File: src/rtl/sram_arb_pkg.sv
// Shared types for the SRAM port arbiter: response-owner states and host indices.
package sram_arb_pkg;

   // Owner of the response returned in the current cycle
   typedef enum logic [1:0] {
      IDLE   = 2'd0,
      RESP_I = 2'd1,
      RESP_D = 2'd2
   } owner_e;

   // Bit positions of each host in the request/grant vectors
   localparam logic HOST_I = 1'b0;
   localparam logic HOST_D = 1'b1;

endpackage

File: src/rtl/sram_arb_pick.sv
// Grant selection between the fetch and load/store hosts.
// Default: data wins conflicts until instr has waited StarveLimit data grants.
// With SRAM_ARB_ROUND_ROBIN_EN defined: conflicts go to the host not granted last.
module sram_arb_pick
   import sram_arb_pkg::*;
#(
   parameter int unsigned StarveLimit = 4
) (
   input  logic       clk_i,
   input  logic       rst_i,
   input  logic [1:0] req,
   output logic [1:0] gnt
);

`ifdef SRAM_ARB_ROUND_ROBIN_EN
   logic ptr;  // host favoured on the next conflict

   // Grant the sole requester, or the favoured host on a conflict
   always_comb begin
      gnt = 2'b00;
      if (!rst_i) begin
         if (req[HOST_I] && req[HOST_D]) gnt[ptr] = 1'b1;
         else                            gnt      = req;
      end
   end

   // Favour the other host after every grant
   always_ff @(posedge clk_i or posedge rst_i) begin
      if (rst_i)            ptr <= HOST_D;
      else if (gnt[HOST_I]) ptr <= HOST_D;
      else if (gnt[HOST_D]) ptr <= HOST_I;
   end
`else
   logic [3:0] starve;  // consecutive data grants while instr waits

   // Data has priority unless instr has been starved for StarveLimit grants
   always_comb begin
      gnt = 2'b00;
      if (!rst_i) begin
         if (req[HOST_I] && req[HOST_D]) begin
            if (starve == 4'(StarveLimit)) gnt[HOST_I] = 1'b1;
            else                           gnt[HOST_D] = 1'b1;
         end else begin
            gnt = req;
         end
      end
   end

   // Count data grants made while instr is waiting; any instr grant or idle instr clears it
   always_ff @(posedge clk_i or posedge rst_i) begin
      if (rst_i)                              starve <= 4'd0;
      else if (!req[HOST_I] || gnt[HOST_I])   starve <= 4'd0;
      else if (gnt[HOST_D])                   starve <= starve + 4'd1;
   end
`endif

endmodule

File: src/rtl/sram_port_arbiter.sv
// Two-host arbiter (read-only fetch + load/store) in front of a single-port
// 1-cycle-latency SRAM. Out-of-window accesses never reach the RAM and come
// back with err=1. Optional macro SRAM_ARB_ROUND_ROBIN_EN selects round-robin
// conflict resolution instead of data priority with starvation limit.
module sram_port_arbiter
   import sram_arb_pkg::*;
#(
   parameter int unsigned MemSize     = 65536,
   parameter logic [31:0] MemStart    = 32'h00000000,
   parameter int unsigned StarveLimit = 4
) (
   input  logic                          clk_i,
   input  logic                          rst_i,
   input  logic                          instr_req_i,
   input  logic [31:0]                   instr_addr_i,
   output logic                          instr_gnt_o,
   output logic                          instr_rvalid_o,
   output logic [31:0]                   instr_rdata_o,
   output logic                          instr_err_o,
   input  logic                          data_req_i,
   input  logic                          data_we_i,
   input  logic [3:0]                    data_be_i,
   input  logic [31:0]                   data_addr_i,
   input  logic [31:0]                   data_wdata_i,
   output logic                          data_gnt_o,
   output logic                          data_rvalid_o,
   output logic [31:0]                   data_rdata_o,
   output logic                          data_err_o,
   output logic                          mem_req_o,
   output logic                          mem_we_o,
   output logic [3:0]                    mem_be_o,
   output logic [$clog2(MemSize)-3:0]    mem_addr_o,
   output logic [31:0]                   mem_wdata_o,
   input  logic [31:0]                   mem_rdata_i
);

   localparam int unsigned BW = $clog2(MemSize);

   logic [1:0]  req, gnt;
   logic [31:0] off_i, off_d, off;
   logic        in_i, in_d, in_sel, sel_d;
   owner_e      state, state_nxt;
   logic        err_q, err_nxt;
   logic        unused_off;

   assign req[HOST_I] = instr_req_i;
   assign req[HOST_D] = data_req_i;

   sram_arb_pick #(.StarveLimit(StarveLimit)) u_pick (
      .clk_i (clk_i),
      .rst_i (rst_i),
      .req   (req),
      .gnt   (gnt)
   );

   // Window offsets; unsigned wrap makes addresses below MemStart out of range
   assign off_i  = instr_addr_i - MemStart;
   assign off_d  = data_addr_i - MemStart;
   assign in_i   = off_i < 32'(MemSize);
   assign in_d   = off_d < 32'(MemSize);
   assign sel_d  = gnt[HOST_D];
   assign off    = sel_d ? off_d : off_i;
   assign in_sel = sel_d ? in_d : in_i;
   assign unused_off = ^{off[31:BW], off[1:0]};

   // Response owner register; reset drops any in-flight response
   always_ff @(posedge clk_i or posedge rst_i) begin
      if (rst_i) begin
         state <= IDLE;
         err_q <= 1'b0;
      end else begin
         state <= state_nxt;
         err_q <= err_nxt;
      end
   end

   // Next owner is whoever is granted now, remembering whether it missed the window
   always_comb begin
      state_nxt = IDLE;
      err_nxt   = 1'b0;
      if (gnt[HOST_I]) begin
         state_nxt = RESP_I;
         err_nxt   = !in_i;
      end else if (gnt[HOST_D]) begin
         state_nxt = RESP_D;
         err_nxt   = !in_d;
      end
   end

   // Drive RAM port from the granted host and route the response to its owner
   always_comb begin
      instr_gnt_o    = gnt[HOST_I];
      data_gnt_o     = gnt[HOST_D];
      mem_req_o      = (|gnt) && in_sel;
      mem_we_o       = mem_req_o && sel_d && data_we_i;
      mem_be_o       = !mem_req_o ? 4'h0 : (sel_d ? data_be_i : 4'hF);
      mem_wdata_o    = (mem_req_o && sel_d) ? data_wdata_i : 32'h0;
      mem_addr_o     = off[BW-1:2];
      instr_rvalid_o = (state == RESP_I);
      data_rvalid_o  = (state == RESP_D);
      instr_err_o    = instr_rvalid_o && err_q;
      data_err_o     = data_rvalid_o && err_q;
      instr_rdata_o  = (instr_rvalid_o && !err_q) ? mem_rdata_i : 32'h0;
      data_rdata_o   = (data_rvalid_o && !err_q) ? mem_rdata_i : 32'h0;
   end

endmodule
File: config.mk
export PLATFORM = sky130hd
export DESIGN_NAME = sram_port_arbiter
export DESIGN_NICKNAME = d
export VERILOG_FILES = /design/src/rtl/sram_arb_pkg.sv /design/src/rtl/sram_arb_pick.sv /design/src/rtl/sram_port_arbiter.sv
export SDC_FILE = /design/constraint.sdc
export NUM_CORES = 1
export LEC_CHECK = 0
export BUFFER_PORTS_ARGS = -buffer_cell sky130_fd_sc_hd__buf_2
export CAP_MARGIN = 20
export CORE_AREA = 8 8 94 96
export CTS_BUF_LIST = sky130_fd_sc_hd__clkbuf_16
export CTS_CLUSTER_DIAMETER = 50
export DETAILED_ROUTE_END_ITERATION = 8
export DIE_AREA = 0 0 102 104
export GPL_TIMING_DRIVEN = 0
export PLACE_DENSITY_LB_ADDON = 0.3
export REMOVE_ABC_BUFFERS = 1
export SLEW_MARGIN = 10
export SYNTH_ARGS = -nofsm -noshare
export SYNTH_HDL_FRONTEND = slang
export SYNTH_SLANG_ARGS = --single-unit
File: constraint.sdc
create_clock -name clk_i -period 2.2 [get_ports clk_i]
set_input_delay 0.33 -clock clk_i [delete_from_list [all_inputs] [get_ports clk_i]]
set_output_delay 0.33 -clock clk_i [all_outputs]
set_load 0.05 [all_outputs]
==> results.cfg, run 1 <==
[clocking]
cts.sinks = 7
cts_root_buffer = clkbuf_16
hold_buffers = 0
clkLatencyLatePin_ns = 0.23
cts_htree_levels = 1
cts_tree = built
cts_buffers = 3
ctsLongestPathBuffers = 2
clk_pin_slew_ns = 0.04

[power_and_ir_drop]
leakagePower_nw = 2.07
switching_share_pct = 40.8
power_switching_uw = 417
power_density_nw_per_um2 = 301
seqPwrFrac_pct = 13.5
clockPowerShare_pct = 29.4
irDropWorstVdd_mv = 0.266
power_frac_comb_pct = 57.1
finalPower_mw = 1.02
internal_power_uw = 606

[worst_setup_path]
r2r_end = err_q$_DFF_PP0_
crit_type = reg -> out
r2r_start = u_pick.starve[1]$_DFFE_PP0P_
crit_path_start = u_pick.starve[1]$_DFFE_PP0P_
arrival_ns = 1.85
cp.required_ns = 1.87
r2r_slack_ns = 0.51
rr_worst_depth = 8
crit_path_end_kind = primary output
crit_fanout = 8
cp-start-kind = register

[placed_design]
dpl.hpwl_um = 7820
gp_congestion = 0.823
dp_cells = 559
placed_area_um2 = 2860
numPortBuffers = 254
post-place-ws_ns = -0.249

[die]
die_area_um2 = 10600
core_um2 = 7450
die_h_um = 104
die_w_um = 102
start_util_pct = 20.1
ios = 259
rows = 32

[global_route]
grt.busiest_layer = met2
use_met3_pct = 6.69
grt_util_all_layers_pct = 15.2
grt_pass1_vias = 2541
grt_max_degree = 33
met1_usage_pct = 13.0
met2_usage_pct = 29.4
grt_pass1_wl_um = 12800
antenna_found_initial = 0
grt.overflow.total = 0

[timing]
hold_violations = 0
fmax_ghz = 0.459
worst_pin_slew_ns = 0.434
drv_slew = 0
setup_ws_ns = 0.0228
period_minus_slack_ns = 2.18
whs_ns = 0.100
tns_ns = 0
rsz0062_at_grt = yes
slew_headroom_pct = 71.0
fin_skew_ns = 0.000654
setup_viol = 0
period_share_pct = 99.0

[logic_synthesis]
yosysTopAreaCellShare_pct = 27.6
synth_edf_count = 0
yosysTopAreaCell = and2_1
synthFlopType = dfrtp_1
ys_top_cells_by_area = and2_1, dfrtp_1, inv_1
ys_seq_area_share_pct = 11.7
synth_common_cells = and2_1, inv_1, nor3_1
avgSynthCellArea_um2 = 6.95
syn_area_um2 = 1490
async_flop_share_pct = 100
yosysWarnings = 0
ys_ff_latch = 7
synthCells = 215
synth_cell_types = 28
yosysMostFrequentCell = and2_1

[cells_and_area]
fin_util_pct = 45.6
regArea_um2 = 175
fill_cells = 762
nets = 614
final_area_um2 = 3400
syn_to_final_growth_pct = 127
drive_gt1_share_pct = 66.9
antenna_cells = 0
instances_no_fill = 576
multi_input_area_um2 = 1190

[outcome]
outcome = completed

[route]
drt_wl_total_um = 9240
ant_nets = 0
wire_per_inst_um = 16.0
viasPerCell = 4.25
drc = 0
num_vias = 2446
drt_pass1_iterations = 4
drtIter0Drc = 56

[flow_run]
cap_viol_max_count = 0

[min_path]
hold_path_class = in -> async
state kept, by name (all words and copies together), names as in the netlist:
| register | count |
|---|---|
| err_q | 1 |
| state | 2 |
| u_pick.starve | 4 |
logic make-up (layout without fill, tap and decap cells):
group,count (synthesis),in the layout,share of synthesized area (%)
and+or+nand+nor,121,121,52.3
buffers and inverters,59,317,16.4
muxes,14,14,10.6
AOI/OAI and AO/OA,9,10,5.61
DFF,7,7,11.7
xor gates and xnor gates,3,3,1.76
adders and majority gates,2,2,1.67
cells in the final DEF (no fill, tap or decap), types with 2 or more instances in the layout:
cell type	synthesis	routed
buf_8	0	6
nand4_1	2	2
buf_2	4	215
inv_2	1	2
mux2_4	0	5
clkbuf_4	0	5
o32ai_2	0	3
nor4_1	8	7
inv_1	43	43
and2b_2	0	2
xor2_1	2	2
clkbuf_16	0	6
buf_6	2	12
nor2b_1	3	3
mux2_2	14	9
dfrtp_1	7	7
nor3_1	26	21
o21ai_4	1	2
buf_4	1	26
nor3_2	10	15
and2_1	66	66
per-layer routing:
| layer | part of all wire (%) | vias up |
|---|---|---|
| li1 | - | 1204 |
| met1 | 31 | 1072 |
| met2 | 52 | 162 |
| met3 | 15 | 8 |
| met4 | 2.0 | 0 |
| met5 | 0 | - |
power by group through the flow:
stage / combinational [mW] / clock (mW) / sequential [mW]
2_1_floorplan: 0.306 / 0 / 0.140
3_3_place_gp: 0.492 / 0 / 0.141
3_5_place_dp: 0.501 / 0 / 0.142
4_1_cts: 0.531 / 0.304 / 0.138
5_1_grt: 0.620 / 0.314 / 0.139
6_report: 0.584 / 0.301 / 0.139
layout make-up:
| type | count | share of cell area (%) |
|---|---|---|
| Clock buffer | 3 | 2.21 |
| Clock inverter | 1 | 0.110 |
| Inverter | 44 | 4.86 |
| Multi-Input combinational cell | 150 | 35.1 |
| Sequential cell | 7 | 5.16 |
| Tap cell | 102 | 3.76 |
| Timing Repair Buffer | 269 | 48.8 |
critical path: stages (launching register included):
cell	delay, ns
dfrtp_1	0.37
inv_1	0.06
ha_2	0.19
nand3b_4	0.10
o21ai_4	0.20
clkbuf_16	0.21
mux2_4	0.33
buf_8	0.15
what timing repair did:
item	in CTS	in global routing
setup buffers	5	4
setup endpoints to repair	118	44
pin swaps	3	2
resized for setup	39	51
gates cloned	1	3
how the worst max path moves through the flow:
stage	endpoint	slack (ns)	cells after the start
final	mem_addr_o[7]	0.02	7
after CTS	mem_be_o[2]	0.0009	8
after global routing	mem_addr_o[7]	-0.03	7
after global placement	mem_be_o[2]	-1.22	5
after detailed placement	mem_be_o[1]	-0.25	7
after floorplan	mem_be_o[0]	-1.36	3
Note: power is estimated with default switching activity, not from simulation.
==> run 2, diff against run 1 <==
Settings changed: CTS_BUF_LIST sky130_fd_sc_hd__clkbuf_16 to sky130_fd_sc_hd__clkbuf_4 sky130_fd_sc_hd__clkbuf_8, SYNTH_HIERARCHICAL from default to 1.
==> run 2 against run 1 <==
Net effect: maximum frequency decreased by 7.1%; die area stayed put; final cell count fell by 4.3%; the run now ends with negative setup slack left; synthesized cell count shrank 16%; register-to-register slack better by 0.03 ns.
==> results.cfg, run 2 <==
[outcome]
outcome = finished with violations
violations = negative setup slack

[clocking]
ctsLongestPathBuffers = 2
cts_tree = built
cts_root_buffer = clkbuf_8
clkLatencyLatePin_ns = 0.23
clk_pin_slew_ns = 0.04
cts_htree_levels = 1
cts.sinks = 7
cts_buffers = 3

[route]
drt_wl_total_um = 9310
num_vias = 2310
drc = 0
wire_per_inst_um = 16.9
ant_nets = 0
drtIter0Drc = 48
viasPerCell = 4.19
drt_pass1_iterations = 4

[cells_and_area]
final_area_um2 = 3520
largestRegisters = u_pick/starve x4, state x2, err_q x1
syn_to_final_growth_pct = 158
largest-register = u_pick/starve
final_common_cell = buf_2
final_cell_mix = buf_2, and2_1, buf_8
antenna_cells = 0
largest_register_ffs = 4
drive_gt1_share_pct = 75.5
instances_no_fill = 551
fin_util_pct = 47.3
nets = 589

[logic_synthesis]
synthCells = 181
syn_area_um2 = 1360
ys_ff_latch = 7
synth_common_cells = and2_1, mux2_2, dfrtp_1, nor4_1
ys_top_cells_by_area = and2_1, dfrtp_1, mux2_2
synth_edf_count = 0
avgSynthCellArea_um2 = 7.53
async_flop_share_pct = 100
synthFlopType = dfrtp_1
yosysTopAreaCell = and2_1
ys_seq_area_share_pct = 12.8
yosysTopAreaCellShare_pct = 45.9
yosysMostFrequentCell = and2_1
yosysWarnings = 6
synth_cell_types = 27

[die]
core_um2 = 7450
die_area_um2 = 10600
die_h_um = 104
rows = 32
ios = 259
start_util_pct = 18.3
die_w_um = 102

[global_route]
grt_util_all_layers_pct = 15.2
grt_pass1_vias = 2476
grt.overflow.total = 0
grt_pass1_wl_um = 12900
antenna_found_initial = 0
grt_max_degree = 33

[power_and_ir_drop]
switching_share_pct = 43.8
power_switching_uw = 380
clockPowerShare_pct = 22.5
leakagePower_nw = 2.05
seqPwrFrac_pct = 15.8
power_density_nw_per_um2 = 246
power_frac_comb_pct = 61.7
internal_power_uw = 488
irDropWorstVdd_mv = 0.196

[placed_design]
gp_congestion = 0.765
numPortBuffers = 254
placed_area_um2 = 2690
dp_cells = 525
dpl.hpwl_um = 7220

[worst_setup_path]
cp.required_ns = 1.87
crit_path_end_kind = primary output
path_cells = inv_1 -> ha_2 -> nand3b_4 -> a21oi_4 -> and2_4 -> nand4b_1 -> nor3_4 -> or2_4 -> buf_8
cp-start-kind = register
crit_type = reg -> out
critPathSlowestCell = dfrtp_1
rr_worst_depth = 9
r2r_slack_ns = 0.54
arrival_ns = 2.01
slowest_delay_ns = 0.38
crit_fanout = 5

[timing]
setup_ws_ns = -0.143
slew_headroom_pct = 74.0
rsz0062_at_grt = yes
drv_slew = 0
fmax_ghz = 0.427
hold_violations = 0
period_minus_slack_ns = 2.34
period_share_pct = 107
setup_viol = 43
whs_ns = 0.0348
worst_pin_slew_ns = 0.391
fin_skew_ns = 0.00536

[min_path]
hold_path_class = in -> async

[flow_run]
cap_viol_max_count = 0
==> run 2: cell count changes in the layout (fill, tap and decap cells not counted), moves of 6 or more <==
cell / previous run / this run
nor3_2: 15 / 1
and2_4: 0 / 34
inv_1: 43 / 5
buf_4: 26 / 16
clkbuf_16: 6 / 0
buf_2: 215 / 202
buf_8: 6 / 37
nor3_1: 21 / 3
buf_6: 12 / 19
==> run 2: timing repair <==
item | 4_1_cts | 5_1_grt
gates cloned | 1 | 1
setup buffers | 15 | 5
pin swaps | 7 | 16
gates resized for setup | 139 | 54
endpoints found under the setup margin | 112 | 52
hold buffers | 0 | 0
==> run 2: final cells by class <==
cell class	instances	area, µm²
Fill cell	731	3920
Multi-Input combinational cell	157	1220
Timing Repair Buffer	275	1920
Inverter	6	26.3
Sequential cell	7	175
Clock buffer	4	48.8
Tap cell	102	128
==> run 2: cells by family after synthesis <==
group | synth area share (%)
and+or+nand+nor | 60.1
buffers and inverters | 6.88
muxes | 11.6
AOI/OAI and AO/OA | 4.86
DFF | 12.8
xor gates and xnor gates | 1.93
adders and majority gates | 1.83
==> run 2: final timing paths <==
check / start / to
worst max register to register: u_pick/starve[0]$_DFFE_PP0P_ / err_q$_DFF_PP0_
max in group asynchronous: rst_i / u_pick/starve[2]$_DFFE_PP0P_
min in group clk_i: data_req_i / u_pick/starve[1]$_DFFE_PP0P_
worst min-delay path: rst_i / err_q$_DFF_PP0_
worst max-delay path: u_pick/starve[0]$_DFFE_PP0P_ / mem_req_o
worst min register to register: u_pick/starve[3]$_DFFE_PP0P_ / u_pick/starve[3]$_DFFE_PP0P_
==> run 2: stage by stage <==
stage | power [mW] | TNS [ns] | setup slack [ns]
2_1_floorplan | 0.420 | -49.64 | -0.848
3_3_place_gp | 0.601 | -38.56 | -1.01
3_5_place_dp | 0.604 | -40.82 | -1.05
4_1_cts | 0.860 | -1.79 | -0.150
5_1_grt | 0.918 | -5.96 | -0.274
6_report | 0.868 | -1.69 | -0.143
==> run 2: worst max-delay path: cells and delay by family, from the launching register on <==
family	cells	cell delay (ns)
compound gates	1	0.13
fa+ha+maj	1	0.18
buf+inv	2	0.21
flops	1	0.38
simple gates	5	0.89
==> run 2: per-layer routing <==
metal	part of all wire (%)	up-vias	wire length [µm]	track usage (%)
met5	0	-	0	0
met4	2.1	0	192	3.04
met3	14	12	1320	5.82
met2	52	166	4880	30.5
met1	31	1013	2920	13.4
li1	-	1119	-	-
==> run 2: power groups by stage <==
stage | clock network (mW) | logic (mW) | registers [mW]
final | 0.195 | 0.535 | 0.137
after global routing | 0.212 | 0.568 | 0.138
after CTS | 0.200 | 0.523 | 0.137
after detailed placement | 0 | 0.464 | 0.141
after global placement | 0 | 0.460 | 0.140
after floorplan | 0 | 0.280 | 0.139
==> run 3, diff against run 2 <==
Settings changed: BUFFER_PORTS_ARGS -buffer_cell sky130_fd_sc_hd__buf_2 to default, CORE_AREA 8 8 94 96 to 8 8 93 95, DIE_AREA 0 0 102 104 to 0 0 101 103, DONT_BUFFER_PORTS from default to 1.
==> run 3 against run 2 <==
Net effect: the run still ends with negative setup slack left; maximum frequency shrank 7.7%; sequential power is essentially flat; flip-flop and latch count is the same; critical endpoint is now mem_wdata_o[24]; largest power group unchanged.
==> results.cfg, run 3 (same netlist as run 2, synthesis figures left out) <==
[outcome]
outcome = finished with violations
violations = negative setup slack

[clocking]
cts_htree_levels = 1
clk_pin_slew_ns = 0.04
cts_buffers = 3
ctsLongestPathBuffers = 2
cts_root_buffer = clkbuf_8
cts_tree = built
clkLatencyLatePin_ns = 0.22
cts.sinks = 7

[die]
ios = 259
die_h_um = 103
start_util_pct = 19.1
die_w_um = 101
core_um2 = 7140
die_area_um2 = 10400
rows = 31

[worst_setup_path]
crit_fanout = 6
cp-start-kind = register
cp.required_ns = 1.87
critPathSlowestCell = o211a_4
crit_type = reg -> out
slowest_delay_ns = 0.36
crit_path_end_kind = primary output
path_cells = inv_1 -> ha_4 -> nand3b_4 -> o211a_4 -> clkinvlp_4 -> buf_6 -> nor2_4 -> buf_12 -> buf_16 -> and2_4
arrival_ns = 2.21

[global_route]
grt_pass1_vias = 1637
grt.overflow.total = 0
grt_util_all_layers_pct = 13.3
grt_pass1_wl_um = 10500
antenna_found_initial = 1
grt_max_degree = 33

[timing]
hold_violations = 0
drv_slew = 0
period_minus_slack_ns = 2.54
fin_skew_ns = 0.00102
slew_headroom_pct = 66.5
rsz0062_at_grt = yes
setup_ws_ns = -0.339
period_share_pct = 115
tns_ns = -11.91
worst_pin_slew_ns = 0.506
setup_viol = 49
fmax_ghz = 0.394

[route]
num_vias = 1450
viasPerCell = 4.85
drc = 0
wire_per_inst_um = 27.7
drtIter0Drc = 31
drt_pass1_iterations = 4
drt_wl_total_um = 8280
ant_nets = 0

[min_path]
hold_path_class = in -> reg

[cells_and_area]
drive_gt1_share_pct = 79.5
largest_register_ffs = 4
antenna_cells = 0
largestRegisters = u_pick/starve x4, state x2, err_q x1
syn_to_final_growth_pct = 54.6
largest-register = u_pick/starve
final_cell_mix = and2_2, and2_4, mux2_4
final_common_cell = and2_2
nets = 340

[power_and_ir_drop]
irDropWorstVdd_mv = 0.151
leakagePower_nw = 0.919
power_density_nw_per_um2 = 325
finalPower_uw = 685

[placed_design]
numPortBuffers = 0
gp_congestion = 0.755
dpl.hpwl_um = 6620

[flow_run]
cap_viol_max_count = 0
run 3: cell count changes in the layout (fill, tap and decap cells not counted), moves of 4 or more:
cell / before / now
buf_8: 37 / 0
mux2_4: 2 / 11
and2_2: 0 / 64
and2_1: 66 / 2
buf_2: 202 / 0
a21o_1: 4 / 0
a21o_4: 0 / 4
mux2_2: 12 / 3
buf_6: 19 / 6
buf_4: 16 / 10
run 3: repair_timing:
item	4_1_cts	5_1_grt
hold buffers	2	0
gates resized for setup	95	85
pin swaps	36	18
cloned	6	1
endpoints found under the hold margin	7	0
setup endpoints to repair	120	116
buffers inserted	15	4
run 3: routing by layer:
layer	part of all wire, %	track usage [%]	vias up
li1	-	-	626
met4	0.66	1.72	2
met3	18	8.17	6
met5	0.13	0	-
met1	30	12.7	658
met2	51	24.3	158
run 3: path summary, 6_finish.rpt:
path,cells past startpoint,slack [ns],from,end
max reg2reg,9,0.43,u_pick/starve[0]$_DFFE_PP0P_,err_q$_DFF_PP0_
max,10,-0.34,u_pick/starve[0]$_DFFE_PP0P_,mem_wdata_o[24]
min reg2reg,2,0.60,u_pick/starve[3]$_DFFE_PP0P_,u_pick/starve[3]$_DFFE_PP0P_
min,2,0.25,rst_i,u_pick/starve[1]$_DFFE_PP0P_
max in group asynchronous,2,1.41,rst_i,u_pick/starve[0]$_DFFE_PP0P_
min in group asynchronous,2,0.39,rst_i,state[1]$_DFF_PP0_
run 3: stage by stage:
stage / instances / setup slack, ns / cell area, µm² / util, % / hold slack (ns)
floorplan: 169 / -0.848 / 1290 / - / 0.0836
global placement: 268 / -1.47 / 1420 / 19.8 / 0.0912
detailed placement: 268 / -1.50 / 1420 / 19.8 / 0.0941
CTS: 295 / -0.318 / 1910 / 26.8 / 0.247
global route: 299 / -0.432 / 2110 / 29.5 / 0.241
finish: 299 / -0.339 / 2110 / 29.5 / 0.248
run 3: power breakdown:
part | internal [mW] | switching (mW)
Combinational | 0.0920 | 0.266
Sequential | 0.135 | 0.00448
Clock | 0.137 | 0.0504
run 3: worst max-delay path, delay by kind of cell, from the launching register on:
family / cells / cell delay [ns]
adders and majority gates: 1 / 0.16
and+or+nand+nor: 3 / 0.44
buffers and inverters: 5 / 0.65
DFF: 1 / 0.35
AOI/OAI and AO/OA: 1 / 0.36
run 3: layout make-up:
type	instances	area, µm²
multi-input combinational	159	1430
fill	769	5030
tap	99	124
sequential	7	175
clock buffer	4	48.8
timing repair buffer	24	303
inverter	6	26.3
